File: config.mk
export PLATFORM = sky130hd
export DESIGN_NAME = bus_transfer_sequencer
export DESIGN_NICKNAME = d
export VERILOG_FILES = /design/src/rtl/bus_transfer_sequencer_pkg.sv /design/src/rtl/bus_transfer_sequencer_fifo.sv /design/src/rtl/bus_transfer_sequencer.sv
export SDC_FILE = /design/constraint.sdc
export NUM_CORES = 1
export LEC_CHECK = 0
export CORE_MARGIN = 5
export CORE_UTILIZATION = 40
export CTS_CLUSTER_SIZE = 16
export DETAILED_ROUTE_END_ITERATION = 12
export DONT_BUFFER_PORTS = 1
export GPL_ROUTABILITY_DRIVEN = 0
export HOLD_SLACK_MARGIN = 0.03
export PLACE_DENSITY = 0.52
export SLEW_MARGIN = 20
export SYNTH_ARGS = -nofsm -noshare
export SYNTH_HDL_FRONTEND = slang
export SYNTH_SLANG_ARGS = --single-unit
File: constraint.sdc
create_clock -name clk -period 9.05 [get_ports clk]
set_clock_uncertainty 0.2 [all_clocks]
set_input_delay 0.905 -clock clk [delete_from_list [all_inputs] [get_ports clk]]
set_output_delay 0.905 -clock clk [all_outputs]
set_load 0.02 [all_outputs]
File: src/rtl/bus_transfer_sequencer_pkg.sv
// Shared types for the bus transfer sequencer: phase encoding, word widths,
// request packing and the request legality rule.
package bus_transfer_sequencer_pkg;

  typedef enum logic [1:0] {
    ST_IDLE  = 2'd0,
    ST_SETUP = 2'd1,
    ST_LOAD  = 2'd2,
    ST_HOLD  = 2'd3
  } state_t;

  localparam int W8    = 5;
  localparam int W16   = 4;
  localparam int ID_W  = 5;
  localparam int REQ_W = 1 + 2 * ID_W;

  typedef struct packed {
    logic            wide;
    logic [ID_W-1:0] src;
    logic [ID_W-1:0] dst;
  } req_t;

  // A request must name two distinct, non-zero devices within the id range of its width.
  function automatic logic req_legal(input req_t r, input int max8, input int max16);
    int lim;
    lim = r.wide ? max16 : max8;
    return (r.src != '0) && (r.dst != '0) && (r.src != r.dst) &&
           (int'(r.src) <= lim) && (int'(r.dst) <= lim);
  endfunction

endpackage

File: src/rtl/bus_transfer_sequencer_fifo.sv
// Request queue for the transfer sequencer: synchronous FIFO of packed
// requests; push on full and pop on empty are ignored.
module transfer_request_fifo
  import bus_transfer_sequencer_pkg::*;
#(
  parameter int DEPTH = 2
) (
  input  logic clk,
  input  logic rst,
  input  logic i_push,
  input  req_t i_data,
  input  logic i_pop,
  output req_t o_head,
  output logic o_full,
  output logic o_empty
);

  localparam int AW = $clog2(DEPTH);

  req_t          r_mem [DEPTH];
  logic [AW-1:0] r_wr_ptr;
  logic [AW-1:0] r_rd_ptr;
  logic [AW:0]   r_count;
  logic          w_push;
  logic          w_pop;

  assign o_full  = (r_count == (AW+1)'(DEPTH));
  assign o_empty = (r_count == '0);
  assign w_push  = i_push & ~o_full;
  assign w_pop   = i_pop & ~o_empty;
  assign o_head  = r_mem[r_rd_ptr];

  always_ff @(posedge clk) begin
    if (w_push) r_mem[r_wr_ptr] <= i_data;
  end

  always_ff @(posedge clk) begin
    if (rst) begin
      r_wr_ptr <= '0;
      r_rd_ptr <= '0;
      r_count  <= '0;
    end else begin
      if (w_push) r_wr_ptr <= r_wr_ptr + 1'b1;
      if (w_pop)  r_rd_ptr <= r_rd_ptr + 1'b1;
      case ({w_push, w_pop})
        2'b10:   r_count <= r_count + 1'b1;
        2'b01:   r_count <= r_count - 1'b1;
        default: r_count <= r_count;
      endcase
    end
  end

endmodule

File: src/rtl/bus_transfer_sequencer.sv
// Drives the 8/16-bit assert/load decode words: each queued legal request
// plays out as SETUP, LOAD, HOLD; illegal requests are dropped with an o_err pulse.
module bus_transfer_sequencer
  import bus_transfer_sequencer_pkg::*;
#(
  parameter int MAX_ID_8   = 15,
  parameter int MAX_ID_16  = 7,
  parameter int FIFO_DEPTH = 2
) (
  input  logic           clk,
  input  logic           rst,
  input  logic           i_req_valid,
  output logic           o_req_ready,
  input  logic           i_req_wide,
  input  logic [ID_W-1:0] i_req_src,
  input  logic [ID_W-1:0] i_req_dst,
  output logic [W8-1:0]  o_8bit_assert_word,
  output logic [W8-1:0]  o_8bit_load_word,
  output logic [W16-1:0] o_16bit_assert_word,
  output logic [W16-1:0] o_16bit_load_word,
  output logic           o_busy,
  output logic           o_err,
  output logic [7:0]     o_xfer_count
);

  state_t     r_state;
  state_t     w_state_nxt;
  req_t       r_cur;
  req_t       w_head;
  req_t       w_req_in;
  logic       w_full;
  logic       w_empty;
  logic       w_push;
  logic       w_pop;
  logic       w_head_legal;
  logic       w_err_nxt;
  logic       r_err;
  logic [7:0] r_count;

  assign w_req_in     = '{wide: i_req_wide, src: i_req_src, dst: i_req_dst};
  assign w_push       = i_req_valid & ~w_full;
  assign w_head_legal = req_legal(w_head, MAX_ID_8, MAX_ID_16);

  transfer_request_fifo #(.DEPTH(FIFO_DEPTH)) u_fifo (
    .clk    (clk),
    .rst    (rst),
    .i_push (w_push),
    .i_data (w_req_in),
    .i_pop  (w_pop),
    .o_head (w_head),
    .o_full (w_full),
    .o_empty(w_empty)
  );

  // Illegal heads are only consumed from IDLE, so HOLD falls back to IDLE when one is waiting.
  always_comb begin
    w_state_nxt = r_state;
    w_pop       = 1'b0;
    w_err_nxt   = 1'b0;
    case (r_state)
      ST_IDLE: begin
        if (!w_empty) begin
          w_pop = 1'b1;
          if (w_head_legal) w_state_nxt = ST_SETUP;
          else              w_err_nxt   = 1'b1;
        end
      end
      ST_SETUP: w_state_nxt = ST_LOAD;
      ST_LOAD:  w_state_nxt = ST_HOLD;
      ST_HOLD: begin
        if (!w_empty && w_head_legal) begin
          w_pop       = 1'b1;
          w_state_nxt = ST_SETUP;
        end else begin
          w_state_nxt = ST_IDLE;
        end
      end
      default: w_state_nxt = ST_IDLE;
    endcase
  end

  always_ff @(posedge clk) begin
    if (rst) begin
      r_state <= ST_IDLE;
      r_cur   <= '0;
      r_err   <= 1'b0;
      r_count <= '0;
    end else begin
      r_state <= w_state_nxt;
      r_err   <= w_err_nxt;
      if (w_pop && w_head_legal) r_cur <= w_head;
      if (r_state == ST_HOLD)    r_count <= r_count + 1'b1;
    end
  end

  always_comb begin
    o_8bit_assert_word  = '0;
    o_8bit_load_word    = '0;
    o_16bit_assert_word = '0;
    o_16bit_load_word   = '0;
    if (r_state != ST_IDLE) begin
      if (r_cur.wide) begin
        o_16bit_assert_word = r_cur.src[W16-1:0];
        if (r_state == ST_LOAD) o_16bit_load_word = r_cur.dst[W16-1:0];
      end else begin
        o_8bit_assert_word = r_cur.src;
        if (r_state == ST_LOAD) o_8bit_load_word = r_cur.dst;
      end
    end
  end

  assign o_req_ready  = ~w_full;
  assign o_busy       = (r_state != ST_IDLE) | ~w_empty;
  assign o_err        = r_err;
  assign o_xfer_count = r_count;

endmodule

Yosys cells after proc, flatten, opt, wreduce, memory -nomap -nowiden. Memory sizes are Yosys's and may differ from the RTL's. A register that Yosys moved wholly into a read port is not among the register bits. Cells that the tools add are included.

Flip-flop bits (word level): 26. Latch bits: 0. Bits in writable memories: 22. Bits in read-only memories: 0. Word-level logic and storage cells: 72. Memories: 1.

Memories: u_fifo.r_mem (depth 2, bits a word 11, rd ports 1, clocked after memory_dff 1, write ports 1, line bus_transfer_sequencer_fifo.sv:20) `req_t r_mem [DEPTH];`.

Add/sub/neg operators: 5. Multiply operators: 0. Div/mod/pow operators: 0. $lt $le $gt $ge: 2. Equality and inequality tests: 9. Shift operators: 0. Mux-type cells: 24. Bitwise operators: 7. Reductions and logical operators: 15.

Operators with widths (count): 5-bit two-way mux (5); 4-bit two-way mux (6); 5-bit by 4-bit less-or-equal comparator with 1-bit output (2); 5-bit nonzero test (2); 8-bit by 1-bit adder with 8-bit output, second input constant (1); 2-bit == test, second input constant (4); 1-bit two-way mux (8); 2-bit case mux with 4 select lines (1); 1-bit logical AND (6); 5-bit inequality test (1); 2-bit by 1-bit == test with 1-bit output, second input constant (2); 2-bit logical NOT (2); 2-bit two-way mux (2); 2-bit inequality test, second input constant (2); 2-bit case mux with 2 select lines (1); 2-bit nonzero test (2); 1-bit AND (3); 1-bit inverter (3); 3-bit OR reduction (1); 1-bit adder, second input constant (2); 2-bit by 1-bit adder with 2-bit output, second input constant (1); 1-bit case mux with 2 select lines (1); 2-bit AND reduction (1); 2-bit by 1-bit subtractor with 2-bit output, second input constant (1); 2 further kinds (2).

Depth between registers and ports, before layout. Gate-level depths: netlist of the first run.

Word-level depth: 11. Depth in mapped cells: 12. Gate-level depth less buffers: 10.

Hierarchy. Synthesis of the first run repeated with hierarchy kept, for this count alone.

Cell total of the unflattened synthesis: 202. Area total of the unflattened synthesis: 2337.2 um^2.

Modules (own cells, without submodules): bus_transfer_sequencer (times used 1, cells each 142, area an instance 1323.8 um^2, seq. area each 440.4 um^2); transfer_request_fifo (times used 1, cells each 60, area an instance 1013.5 um^2, seq. area each 760.7 um^2).

Least setup slack after synthesis of the first run. Ideal clock, no wire load.

Path kind: register to register. From: register with a tool-made name. To: register u_fifo.r_count[1]. Library setup time: 70 ps. Data arrival time: 2757 ps. Data required time: 8780 ps. Setup slack: 6022 ps. Cell stages (with the launch flop): 12. Path buffers: 2. Period minus slack after synthesis: 3028 ps. Cell sequence: dfxtp_1 buf_6 buf_8 mux2_2 ha_1 inv_1 a211o_1 a22o_4 o31ai_4 ha_1 or3_1 a21oi_1.

RTL lines: end signal: assignment (line bus_transfer_sequencer_fifo.sv:46) `2'b10: r_count <= r_count + 1'b1;`; end signal: assignment (line bus_transfer_sequencer_fifo.sv:47) `2'b01: r_count <= r_count - 1'b1;`; end signal: assignment (line bus_transfer_sequencer_fifo.sv:48) `default: r_count <= r_count;`; end: declaration (line bus_transfer_sequencer_fifo.sv:23) `logic [AW:0] r_count;`.

==> flow_results.org, run 1 <==
** Run status
- The flow ran to the end, and the final reports show no timing, DRC or antenna violations.

** Global routing
- For this run the aggregate overflow at the end of global routing stands at 0.
- The via count of the first global-routing pass was 1631.
- Antenna violations before repair :: 0
- GRT Total Usage :: 13.5%
- The first global-routing pass estimated 8070 um of wire.
- Entering global routing, the biggest net connects 29 pins.

** Place
- OpenSTA, run right after detailed placement, puts the worst setup slack at 5560 ps.
- Post-DP HPWL :: 3670 um
- PortBufs :: 0

** Clocking
- Root Buffer Master :: sky130_fd_sc_hd__clkbuf_8
- Number of H-tree levels :: 2
- No sink is reached through more buffers than the 2 on the longest clock path.
- Once the clock tree was built, the setup fixing pass inserted 0 buffers.
- Hold_buf cts :: 0
- After clock tree synthesis, the clock-pin slew on the worst setup and hold paths is 80 ps.
- Sinks on the clock net :: 49
- Total CTS buffers :: 5
- Clock tree from TritonCTS :: yes
- Insertion delay of the later-clocked pin in the worst-skew pair :: 300 ps
- Gates resized during post-CTS repair numbered 0.

** Run
- The tool flagged a number of max-cap violations equal to 0.

** Power and ir drop
- Overall power after layout :: 0.000607 W
- Highest ir drop seen on vdd :: 0.000124 V
- PwrDens :: 243 nW/um2
- Static leakage :: 0.879 nW

** Synth
- Counting flops and latches in the post-synthesis netlist gives 49.
- Syn nets :: 231
- Number of cells produced by synthesis :: 210
- Per-instance average area after synthesis :: 11.3 um2
- Post-Synthesis Cell Area :: 2370 um2
- Sequential cells were found to cover 50.8% of the synthesized design area.
- Number of distinct library cell variants in the gate-level netlist after synthesis :: 46
- Number of synthesis warnings :: 0

** Detailed routing
- Via Count :: 1556
- Dividing the detail-routed via count by the number of cells gives 5.48.
- Wires add up to 4750 um.
- In the final routed layout, each cell accounts on average for 16.7 um.
- For this run, design rule violations remaining after detail routing come to 0.
- Count of TritonRoute iterations in the first routing pass :: 4
- The detailed router finished its first iteration with 63 violations.
- Remaining antenna violation count :: 0

** STA
- Setup repair after global routing missed its margin :: false
- Headroom to the max-slew limit came out at 35.2%.
- Count of final max-slew check failures :: 0
- The clock period could shrink to 3490 ps.
- Based on the critical path, the design can be clocked at up to 286 MHz.
- Count of endpoints failing setup in the final report :: 0
- Pin slew with the least headroom to its limit :: 969 ps
- Setup WS post-layout :: 5560 ps
- For the final routed database, the setup TNS stands at 0 ps.
- Of the available clock period, the critical path in the final layout requires 38.6%.
- Hold violation count in the final report :: 0

** Layout
- Final-layout fill cell count :: 555
- From synthesis to final layout, the design area changed by 5.66%.
- In the final layout, the share of cells above drive strength 1 is 10.0%.
- 0 antenna diodes ended up in the layout.
- The final layout contains 229 nets.

** Setup path
- The slowest stage of the critical path belongs to the cell sky130_fd_sc_hd__dfxtp_1.
- Chain of cells forming the critical path :: mux2_2, ha_1, inv_1, a211o_1, a22o_4, o31ai_4, ha_1, or3_1, a21oi_1
- Max incr delay on CP :: 790 ps
- For the worst setup path, the data arrival time is 3520 ps.
- Worst Setup End Kind :: register
- Along the worst path, the maximum fanout reaches 17.
- Element type at the critical path start :: register
- Req. time, crit path :: 9080 ps
- Start-to-end type of the worst setup path :: reg -> reg
- Counting stages on the worst path, the most repeated cell is sky130_fd_sc_hd__ha_1.

** Floorplanning
- Die ar. :: 7550 um2
- In this run the standard cell core region covers 5850 um2.
- For this configuration, the core starts out at a cell density of 40.4%.
- 43 I/O pins were placed.
- Die X-Extent :: 86.9 um
- DIE HEIGHT :: 86.9 um
- After floorplanning, the core was divided into 28 placement rows.

** Min path
- Path category of the worst min-delay check :: reg -> reg
-- cells by family after synthesis --
| group | after synthesis | share of synthesized area (%) |
|---|---|---|
| AND/OR/NAND/NOR | 74 | 18.7 |
| buffers and inverters | 14 | 3.07 |
| XOR/XNOR | 16 | 5.92 |
| adder cells (fa/ha/maj) | 7 | 3.70 |
| multiplexers | 13 | 5.76 |
| flip-flops | 49 | 50.8 |
| AO/OA/AOI/OAI | 37 | 12.1 |
-- registers in the layout (all words and copies together) (netlist names), named ones only --
| name | flops |
|---|---|
| u_fifo.r_count | 2 |
| u_fifo.r_rd_ptr | 1 |
| o_xfer_count | 8 |
| o_err | 1 |
| r_state | 2 |
| u_fifo.r_wr_ptr | 1 |
| r_cur | 11 |
| u_fifo.r_mem | 22 |
-- power breakdown --
group / internal, W / switching, W
logic: 0.0000719 / 0.000101
clock network: 0.0000622 / 0.0000700
registers: 0.000267 / 0.0000356
total: 0.000401 / 0.000207
-- synthesized netlist by cell type, drive strengths merged --
| cell | number | area share, % |
|---|---|---|
| nand2b | 4 | 1.1 |
| xnor2 | 6 | 2.2 |
| nor4 | 8 | 2.4 |
| and3 | 11 | 2.9 |
| o31ai | 2 | 1.2 |
| ha | 7 | 3.7 |
| mux2 | 5 | 2.4 |
| edfxtp | 22 | 28 |
| nand4 | 3 | 0.79 |
| a211o | 2 | 0.74 |
| nand3b | 2 | 1.2 |
| dfxtp | 27 | 23 |
| a22oi | 1 | 0.53 |
| a22o | 1 | 0.74 |
| nor2 | 13 | 2.1 |
| a21oi | 6 | 1.3 |
| inv | 5 | 0.79 |
| a2111oi | 1 | 0.37 |
| and2 | 9 | 2.4 |
| o21a | 1 | 0.32 |
| nor3b | 2 | 0.63 |
| or4 | 1 | 0.32 |
| clkbuf | 3 | 0.48 |
| mux2i | 8 | 3.4 |
| buf | 6 | 1.8 |
| nand3 | 2 | 0.63 |
| a211oi | 6 | 1.9 |
| nand2 | 7 | 1.1 |
| o21ai | 4 | 0.85 |
| a31oi | 9 | 2.4 |
| o22ai | 1 | 0.53 |
| nor2b | 2 | 0.53 |
| o22a | 1 | 0.37 |
| or3 | 4 | 1.1 |
| xor2 | 10 | 3.7 |
| a41oi | 1 | 0.37 |
| nor3 | 6 | 1.7 |
| o41a | 1 | 0.48 |
-- worst paths after layout --
kind / startpoint / end / slack, ps / depth (start not counted)
setup / recovery: register / u_fifo.r_count[1] / 5560 / 9
hold reg to reg: r_cur[4] / r_cur[4] / 270 / 1
setup reg to reg: register / u_fifo.r_count[1] / 5560 / 9
hold / removal: r_cur[4] / r_cur[4] / 270 / 1
-- final cells by class --
cell class	count	area (um2)	area share, %
clock buffers	7	86.3	3.45
well taps	75	93.8	3.75
inverters	5	18.8	0.751
flip-flops and latches	49	1200	48.0
multi-input cells	147	1090	43.7
clock inverters	1	7.51	0.300
-- stage by stage --
stage	instance area, um2	hold slack, ps	cells	utilization, %
3_3_place_gp	2410	258	276	41.1
3_5_place_dp	2410	259	276	41.1
4_1_cts	2500	272	284	42.7
5_1_grt	2500	283	284	42.7
6_report	2500	269	284	42.7
2_1_floorplan	2370	252	210	-
-- metal layers --
layer  wire, um  part of all wire [%]  vias to the layer above  track usage, %
li1           -                     -                      771               -
met1       2050                    43                      736            16.1
met2       2220                    47                       43            22.5
met3        434                   9.1                        6            5.68
met4         42                  0.88                        0            3.40
met5          0                     0                        -               0
-- critical path, delay by kind of cell, from the launching register on --
family / cells / cell delay (ps)
compound gates: 4 / 1020
mux: 1 / 450
fa+ha+maj: 2 / 590
buf+inv: 1 / 30
simple gates: 1 / 350
flops: 1 / 790
-- layout by cell type (no fill, tap or decap), types with 6 or more instances in the layout --
cell type                  Yosys  routed
sky130_fd_sc_hd__mux2i_1       8       8
sky130_fd_sc_hd__nor2_1       13      13
sky130_fd_sc_hd__ha_1          7       7
sky130_fd_sc_hd__a21oi_1       6       6
sky130_fd_sc_hd__and3_1       11      11
sky130_fd_sc_hd__xnor2_1       6       6
sky130_fd_sc_hd__nand2_1       7       7
sky130_fd_sc_hd__dfxtp_1      27      27
sky130_fd_sc_hd__nor4_1        7       7
sky130_fd_sc_hd__a211oi_1      6       6
sky130_fd_sc_hd__edfxtp_1     22      22
sky130_fd_sc_hd__xor2_1       10      10
sky130_fd_sc_hd__clkbuf_8      0       6
sky130_fd_sc_hd__a31oi_1       9       9
sky130_fd_sc_hd__and2_1        9       9
Power figures use the tool's default switching activity.
==> run 2: changes to the inputs <==
clock period = 3.45 ns   (was 9.05 ns; I/O delays follow)
==> run 2 against run 1 <==
Compared with the run above: hold slack worse by 230 ps; largest cell class unchanged; critical path depth unchanged; largest power group unchanged; flip-flop and latch count unchanged; register-to-register slack worse by 5100 ps; critical endpoint unchanged; global-route usage down 0.35 points; core utilization up 2.1 points.
==> flow_results.org, run 2 (synthesis results as in run 1) <==
** Global routing
- Pin count of the biggest net entering global routing :: 25 (-14%)
- Total overflow reported by the global router :: 0 (unchanged)
- Antenna violations before repair :: 0 (unchanged)
- The via count of the first global-routing pass is 1596 (-2.1%).
- Global-route wire length before repair :: 7830 um (-3.0%)
- GRT Total Usage :: 13.1% (-0.35 points)

** Detailed routing
- Vias per cell :: 5.47 (-0.14%)
- Drt first-iter violations :: 99 (+57%)
- The detailed-route DRC error count is 0 (unchanged).
- The sum of routed wire length over all layers was 4780 um (+0.61%).
- Count of TritonRoute iterations in the first routing pass :: 5 (+1)
- Remaining antenna violation count :: 0 (unchanged)
- The via total after detailed routing was 1625 (+4.4%).
- The routed wirelength normalized by instance count came to 16.1 um (-3.8%).

** Place
- DP Area :: 2410 um2 (+0.31%)
- The HPWL reported at the end of detailed placement was 3580 um (-2.5%).
- Cell Count Post-Placement :: 277 (+0.36%)
- The quantity of I/O buffers inserted on ports was 0 (unchanged).

** STA
- Hold violation count in the final report :: 0 (unchanged)
- Achievable frequency :: 332 MHz (+16%)
- The post-route setup TNS was 0 ps (unchanged).
- Ratio of final minimum period to clock period :: 87.3% (+49 points)
- Count of final max-slew check failures :: 0 (unchanged)
- The shortest clock period the worst path allows after layout is 3010 ps (-481 ps).
- The worst slew slack as a fraction of its limit came to 34.6% (-0.56 points).
- Count of endpoints failing setup in the final report :: 0 (unchanged)
- Setup repair after global routing left no endpoint under its margin.
- Pin slew with the least headroom to its limit :: 977 ps (+8.31 ps)

** Layout
- Commonest non-fill, non-tap cell in the layout :: sky130_fd_sc_hd__dfxtp_1
- The share of post-route cells with drive strength above 1 is 9.91% (-0.14 points).
- Final-layout fill cell count :: 538 (-3.1%)
- Register with the most flip-flops :: u_fifo.r_mem
- The final net count came to 242 (+5.7%).
- Non-Filler Cell Area, Final :: 2620 um2 (+4.9%)
- Highest-count cells in the layout ignoring fill and taps :: sky130_fd_sc_hd__dfxtp_1, sky130_fd_sc_hd__edfxtp_1, sky130_fd_sc_hd__nor2_1, sky130_fd_sc_hd__dlygate4sd3_1, sky130_fd_sc_hd__and3_1
- The antenna diode count is 0 (unchanged).
- Relative to the synthesized area, the layout overhead comes to 10.8%.
- Number of flip-flops under the largest register name :: 22 (unchanged)
- The count of placed standard cells in the final layout, fillers left out was 297 (+4.6%).
- The utilization after layout was 44.8% (+2.1 points).

** Floorplanning
- DIE HEIGHT :: 86.9 um (unchanged)
- The number of cell rows was 28 (unchanged).
- The initial core utilization is 40.4% (unchanged).
- Die X-Extent :: 86.9 um (unchanged)
- The I/O pin total came to 43 (unchanged).
- Area of the core :: 5850 um2 (unchanged)
- Die ar. :: 7550 um2 (unchanged)

** Power and ir drop
- PwrDens :: 611 nW/um2 (+150%)
- Static leakage :: 0.927 nW (+5.5%)
- The worst IR drop on VDD is 0.000223 V (+80%).
- Overall power after layout :: 0.00160 W (+160%)

** Setup path
- The maximum fanout count along the critical path came to 7 (-10).
- The data arrival time at the worst-slack endpoint came to 3040 ps (-480 ps).
- Start-to-end type of the worst setup path :: reg -> reg
- The data required time of the critical path is 3470 ps (-5610 ps).
- Element type at the critical path start :: register
- The worst setup path is captured at a register.

** Clocking
- The total number of clock tree sinks is 49 (unchanged).
- The clock latency on the worst-skew pair is 300 ps (about the same).
- Total CTS buffers :: 5 (unchanged)
- The post-CTS clock slew at the launch and capture registers of the worst setup and hold paths was 90 ps (about the same).
- Number of H-tree levels :: 2 (unchanged)
- Clock tree from TritonCTS :: yes
- Clock Tree Buf Depth :: 2 (unchanged)
- Root Buffer Master :: sky130_fd_sc_hd__clkbuf_8

** Min path
- Path category of the worst min-delay check :: in -> reg

** Run status
- The run finished with clean final reports.

** Run
- # Max-Cap Violations :: 0 (unchanged)
-- run 2: changes by cell type in the layout (fill, tap and decap cells not counted), sizes merged --
| cell | change |
|---|---|
| buf | +1 |
| dlygate4sd3 | +12 |
| clkinvlp | +1 |
| clkbuf | -1 |
-- run 2: power breakdown --
part	internal, W	total, W	switching [W]
combinational	0.000202	0.000496	0.000294
clock	0.000143	0.000332	0.000189
sequential	0.000700	0.000774	0.0000748
-- run 2: cell type report --
type                            count  area [um2]  area share [%]
Clock buffer                        6        72.6            2.77
Sequential cell                    49        1200            45.8
Multi-Input combinational cell    147        1090            41.7
Timing Repair Buffer               13         128            4.87
Inverter                            5        18.8           0.716
Tap cell                           75        93.8            3.58
Clock inverter                      2        15.0           0.573
-- run 2: metal layers --
metal / GRT usage, % / vias to the layer above / wire (um)
li1: - / 800 / -
met1: 16.8 / 778 / 2240
met2: 21.5 / 43 / 2170
met3: 4.54 / 4 / 337
met4: 2.97 / 0 / 33
met5: 0 / - / 0
-- run 2: repair_timing --
item | 4_1_cts | 5_1_grt
hold buffers | 12 | 0
buffers inserted | 0 | 0
resized for setup | 0 | 0
endpoints found under the hold margin | 46 | 0
-- run 2: critical path, cell delays in order, from the launching register on --
cell	delay, ps
sky130_fd_sc_hd__dfxtp_1	400
sky130_fd_sc_hd__mux2_2	380
sky130_fd_sc_hd__ha_1	280
sky130_fd_sc_hd__inv_1	40
sky130_fd_sc_hd__a211o_1	260
sky130_fd_sc_hd__a22o_4	310
sky130_fd_sc_hd__o31ai_4	280
sky130_fd_sc_hd__ha_1	300
sky130_fd_sc_hd__or3_1	350
sky130_fd_sc_hd__a21oi_1	140
-- run 2: worst paths after layout --
check        startpoint                 to  slack [ps]  cells after the start
max            register  u_fifo.r_count[1]         440                      9
min                 rst         r_state[1]          40                      2
max reg2reg    register  u_fifo.r_count[1]         440                      9
min reg2reg    r_cur[4]           r_cur[4]         280                      1
-- run 2: through the flow --
stage	setup slack, ps	hold WS (ps)
floorplan	422	244
global placement	529	222
finish	438	38.1
detailed placement	477	223
CTS	451	32.3
global route	308	38.3
